===== config.mk =====
export PLATFORM = sky130hd
export DESIGN_NAME = crc_lfsr_core
export DESIGN_NICKNAME = d
export VERILOG_FILES = /design/src/rtl/crc_pkg.sv /design/src/rtl/crc_lfsr_core.sv
export SDC_FILE = /design/constraint.sdc
export NUM_CORES = 1
export LEC_CHECK = 0
export CAP_MARGIN = 10
export CORE_AREA = 2 2 39 41
export DETAILED_ROUTE_END_ITERATION = 6
export DIE_AREA = 0 0 41 43
export SYNTH_ARGS = -nofsm -noshare
export SYNTH_HDL_FRONTEND = slang
export SYNTH_SLANG_ARGS = --single-unit

===== constraint.sdc =====
create_clock -name clk -period 1.1 [get_ports clk]
set_input_delay 0.22 -clock clk [delete_from_list [all_inputs] [get_ports clk]]
set_output_delay 0.22 -clock clk [all_outputs]
set_load 0.005 [all_outputs]

===== src/rtl/crc_pkg.sv =====
// rtl/crc_pkg.sv - shared CRC-8 defaults, checker state encoding and LFSR next-state function
package crc_pkg;

    localparam int         CRC_MAX_WIDTH = 32;
    localparam logic [7:0] CRC8_SEED     = 8'hD8;
    localparam logic [7:0] CRC8_TAPS     = 8'h44;

    typedef enum logic [1:0] {
        ST_IDLE    = 2'd0,
        ST_PAYLOAD = 2'd1,
        ST_CHECK   = 2'd2
    } chk_state_e;

    // One payload bit into a right-shifting LFSR of the given width.
    // The feedback lands in the top bit; tap bit i XORs feedback into bit i.
    // Generator and checker both call this so their polynomials cannot drift.
    function automatic logic [CRC_MAX_WIDTH-1:0] crc_lfsr_next(
        input logic [CRC_MAX_WIDTH-1:0] lfsr,
        input logic                     d,
        input logic [CRC_MAX_WIDTH-1:0] taps,
        input int                       width
    );
        logic [CRC_MAX_WIDTH-1:0] top_bit;
        logic [CRC_MAX_WIDTH-1:0] keep_mask;
        logic [CRC_MAX_WIDTH-1:0] nxt;
        logic                     fb;
        fb        = d ^ lfsr[0];
        top_bit   = 32'h1 << (width - 1);
        // (top_bit << 1) wraps to zero at full width, giving an all-ones mask
        keep_mask = (top_bit << 1) - 32'h1;
        nxt       = lfsr >> 1;
        if (fb) begin
            nxt = nxt ^ taps;
        end
        nxt = (nxt & ~top_bit) | (fb ? top_bit : 32'h0);
        return nxt & keep_mask;
    endfunction

endpackage


===== src/rtl/crc_lfsr_core.sv =====
// rtl/crc_lfsr_core.sv - CRC LFSR register with load-seed, feed-bit and shift-out controls
// Ports:
//   clk, rst      : clock, synchronous active-high reset (reloads SEED)
//   load_seed     : reload SEED (highest priority after rst)
//   feed_en/bit   : advance the CRC by one data bit
//   shift_en      : shift right with zero fill, exposing the next CRC bit at lfsr[0]
//   lfsr          : current register value
module crc_lfsr_core
    import crc_pkg::*;
#(
    parameter int               WIDTH = 8,
    parameter logic [WIDTH-1:0] SEED  = CRC8_SEED,
    parameter logic [WIDTH-1:0] TAPS  = CRC8_TAPS
) (
    input  logic             clk,
    input  logic             rst,
    input  logic             load_seed,
    input  logic             feed_en,
    input  logic             feed_bit,
    input  logic             shift_en,
    output logic [WIDTH-1:0] lfsr
);

    logic [CRC_MAX_WIDTH-1:0] feed_next;

    always_comb begin
        feed_next = crc_lfsr_next(CRC_MAX_WIDTH'(lfsr), feed_bit, CRC_MAX_WIDTH'(TAPS), WIDTH);
    end

    always_ff @(posedge clk) begin
        if (rst || load_seed) begin
            lfsr <= SEED;
        end else if (feed_en) begin
            lfsr <= feed_next[WIDTH-1:0];
        end else if (shift_en) begin
            lfsr <= lfsr >> 1;
        end
    end

endmodule


**Yosys cells after proc, flatten, opt, wreduce, memory -nomap -nowiden**

Cells that the tools add are included.

- Register bits: 8
- Latch bits: 0
- Bits in writable memories: 0
- Memory bits (read-only): 0
- Input bits: 6
- Memories: 0

- Add/sub/neg operators: 0
- Multipliers: 0
- Div/mod/pow operators: 0
- $lt $le $gt $ge: 0
- Equal/unequal tests: 0
- Shift operators: 0
- Muxes and demuxes: 4
- Bitwise logic cells: 3
- Reductions and logical operators: 2

Operators by type and width:

| kind | count |
|---|---|
| 8-bit 2-to-1 mux | 3 |
| 7-bit by 8-bit bitwise OR with 8-bit output | 1 |
| 7-bit 2-to-1 mux | 1 |
| 2-bit inverter | 1 |
| 2-bit nonzero test | 1 |
| 1-bit logical OR | 1 |
| 1-bit XOR | 1 |

**Logic depth before layout (Yosys ltp)**

- Depth after elaboration: 4
- Mapped depth: 4
- Depth with buffers taken out: 3

**Worst setup path after synthesis**

Ideal clock, no wire load.

- Path kind: reg-to-reg
- From: register lfsr[0]
- To: register lfsr[6]
- Setup time: 144 ps
- Arrival time: 832 ps
- Data required time: 956 ps
- Slack: 125 ps
- Cell stages (with the launch flop): 4
- Period minus slack after synthesis: 975 ps
- Cell sequence: dfxtp_1 > xor2_1 > a21o_2 > o2111ai_1

- Word-level cells in the longest chain between the ends: 4

Ends and longest elaborated chain:

| element | RTL line | text |
|---|---|---|
| from (decl) | crc_lfsr_core.sv:21 | `output logic [WIDTH-1:0] lfsr` |
| from (signal assigned) | crc_lfsr_core.sv:34 | `lfsr <= feed_next[WIDTH-1:0];` |
| from (signal assigned) | crc_lfsr_core.sv:36 | `lfsr <= lfsr >> 1;` |
| 1-bit XOR | crc_pkg.sv:27 | `fb = d ^ lfsr[0];` |
| 7-bit 2-to-1 mux | crc_pkg.sv:32 | `if (fb) begin` |
| 7-bit by 8-bit bitwise OR with 8-bit output | crc_pkg.sv:35 | `nxt = (nxt & ~top_bit) \| (fb ? top_bit : 32'h0);` |
| 8-bit 2-to-1 mux | crc_lfsr_core.sv:33 | `end else if (feed_en) begin` |

Every way passes these cells.
A chain may end at the register's enable or synchronous reset.

**Worst setup path in the final report**

- From: register lfsr[0]
- To: register lfsr[2]

Same word-level chain as after synthesis.

==> flow_summary_export.csv <==
group,metric,value,unit
worst_setup_path,crit-reg2reg-launch,"lfsr[0]",
clock_tree,cts-hold-fix-buffers,0,
global_route,grt_pass1_wl,1.35,mm
sta,worst_slack,0.0254,ns
global_route,grt_pass1_vias,327,
final_layout,reg_top3,"lfsr x8",
worst_setup_path,critical_path_class,"register to register",
drt,firstDrtPassIters,4,
floorplan,die_w,41,um
min_path,worstHoldStart,"feed_en",
final_layout,fin_nets,74,
drt,routedWlPerCell,10.3,um
synth,syn_area,330,um^2
sta,finalHoldViolCount,0,
sta,rsz0062_at_grt,"yes",
worst_setup_path,worstSetupEndpointType,"register",
floorplan,row_count,14,
min_path,hold_depth,3,
power,p_per_area,1070,nW/um^2
worst_setup_path,arrival,1.24,ns
synth,yosysWarnings,0,
drt,vias_per_cell,4.44,
sta,finalClockSkew,0.00518,ns
placed_design,placed_area,582,um^2
final_layout,regArea,161,um^2
status,status,"finished clean",
clock_tree,h-tree-depth,1,
drt,drt.antenna.violating_nets,0,
flow_run,drv_cap,0,
final_layout,syn2layout_area_growth,87.1,%
floorplan,core,1380,um^2
floorplan,dieArea,1760,um^2
synth,syn_inst,35,
worst_setup_path,r2r-end,"lfsr[2]",
drt,routed_wirelength,841,um
global_route,antenna_found_initial,0,
synth,synth_edf_count,0,
worst_setup_path,reg2regPathDepth,4,
clock_tree,cts.sinks,8,
drt,dr.max_layer_used,"met4",
drt,num_vias,364,
floorplan,die_y,43,um
drt,post-route-drc-count,0,
clock_tree,cts_tree,"yes",
synth,synth_nets,41,
synth,ys_top_cells_by_count,"dfxtp_1 (8), nand2_1 (7), mux2i_1 (3), nand3_1 (3), nor3_1 (3)",
sta,max_slew_margin,0.829,
worst_setup_path,worstSetupStartpointType,"register",
synth,synth_top_area_share,0.485,
global_route,grt_max_degree,6,
worst_setup_path,path_max_fanout,4,
sta,min_period_over_period,0.977,
min_path,hold-path-endpoint,"lfsr[2]",
clock_tree,clkLatencyLatePin,0.25,ns
final_layout,multi_input_area,166,um^2
synth,yosysTopAreaCell,"dfxtp_1",
final_layout,fin_area,618,um^2
clock_tree,clk_pin_slew,0.05,ns
synth,ys_seq_elements,8,
clock_tree,cts_buffers,3,
sta,max_freq,0.931,GHz
final_layout,post-route-util,0.447,
final_layout,fill_cells,146,
placed_design,port-buffer-count,13,
synth,ys_seq_area_frac,0.485,
sta,tightest_slew,0.256,ns
final_layout,largest_reg_flops,8,
drt,m1WireLength,387,um
power,power_leakage,0.315,nW
drt,drt-initial-drc-count,5,
clock_tree,clk_path_buf_depth,2,
global_route,grt-ovfl-total,0,
placed_design,pre_cts_ws,-0.273,ns
drt,met3_length,44,um
min_path,hold_path_class,"input port to register",
synth,syn_avg_cell_area,9.44,um^2
power,vdd_drop_max,580,uV
worst_setup_path,reg2reg_setup_slack,0.03,ns
worst_setup_path,critPathRequiredTime,1.26,ns
synth,yosysMostFrequentCell,"dfxtp_1",
sta,setup_viol,0,
global_route,track_usage,0.120,
drt,met2_length,391,um
placed_design,routabilityCongestion,0.750,
synth,synthTopCellsByArea,"dfxtp_1 (48%), mux2i_1 (9.1%), nand2_1 (8.0%), nand3_1 (4.5%), nor3_1 (4.5%)",
clock_tree,root_buffer,"clkbuf_4",
power,p_total,0.662,mW
sta,fin_crit,1.07,ns
floorplan,start_util,0.239,
synth,synth_top_flop_cell,"dfxtp_1",
placed_design,place_hpwl,628,um
synth,synthDistinctLibCells,16,
synth,synthArstFlopShare,0,
final_layout,top_register,"lfsr",
final_layout,drive_above_1_share,0.379,
final_layout,diodes,0,
sta,slew_violations,0,
floorplan,num_io_pins,14,
==> timing repair <==
| item | 4_1_cts | 5_1_grt |
|---|---|---|
| setup endpoints to repair | 8 | 4 |
| pin swaps | 0 | 5 |
| resized for setup | 9 | 5 |
| setup buffers | 0 | 1 |
==> critical path, cell delays in order, from the launching register on <==
cell and delay [ns]:
dfxtp_2 0.35, xor2_1 0.17, buf_4 0.16, a211oi_2 0.06, a311oi_1 0.25
==> power by group <==
part           internal (mW)  leakage [nW]  switching, mW
Clock                  0.125        0.0138         0.0988
Sequential             0.303        0.0662        0.00532
Combinational         0.0787         0.235         0.0518
==> area by class of cell <==
| cell class | count | area share |
|---|---|---|
| sequential | 8 | 0.261 |
| multi-input combinational | 26 | 0.269 |
| tap | 16 | 0.0324 |
| timing repair buffer | 29 | 0.401 |
| clock buffer | 3 | 0.0364 |
==> cell families (layout without fill, tap and decap cells) <==
family          Yosys count  in the layout  synth area share
simple gates             16             16             0.220
flops                     8              8             0.485
compound gates            6              6             0.144
mux                       3              3            0.0909
xor+xnor                  1              1            0.0265
buf+inv                   1             32            0.0341
==> cell usage in the layout, fill, tap and decap left out, types with 2 or more instances in the layout <==
cell type	n
nand2_1	7
dlygate4sd2_1	8
nand3_1	3
nor3_1	3
buf_4	16
dlymetal6s2s_1	3
mux2i_1	3
clkbuf_4	3
dfxtp_1	7
clkdlybuf4s50_1	2
==> metal layers <==
layer  GRT usage  up-vias
met3      0.0471        4
met2       0.144       12
li1            -      188
met1       0.149      160
met5           0        -
met4       0.120        0
==> how the worst max path moves through the flow <==
stage / to / from / cells past startpoint
floorplan: lfsr[6] / lfsr[0] / 3
global placement: lfsr[5] / feed_en / 4
detailed placement: lfsr[2] / feed_bit / 5
CTS: lfsr[2] / shift_en / 4
global route: lfsr[2] / lfsr[0] / 4
finish: lfsr[2] / lfsr[0] / 4
==> per-stage QoR <==
step                setup TNS [ns]  hold WS, ns  std cells
floorplan                        0        0.297         35
global placement             -1.69        0.539         78
detailed placement           -1.74        0.552         78
CTS                              0        0.555         81
global route                -0.120        0.437         82
finish                           0        0.387         82
Note: power is estimated with default switching activity, not from simulation.
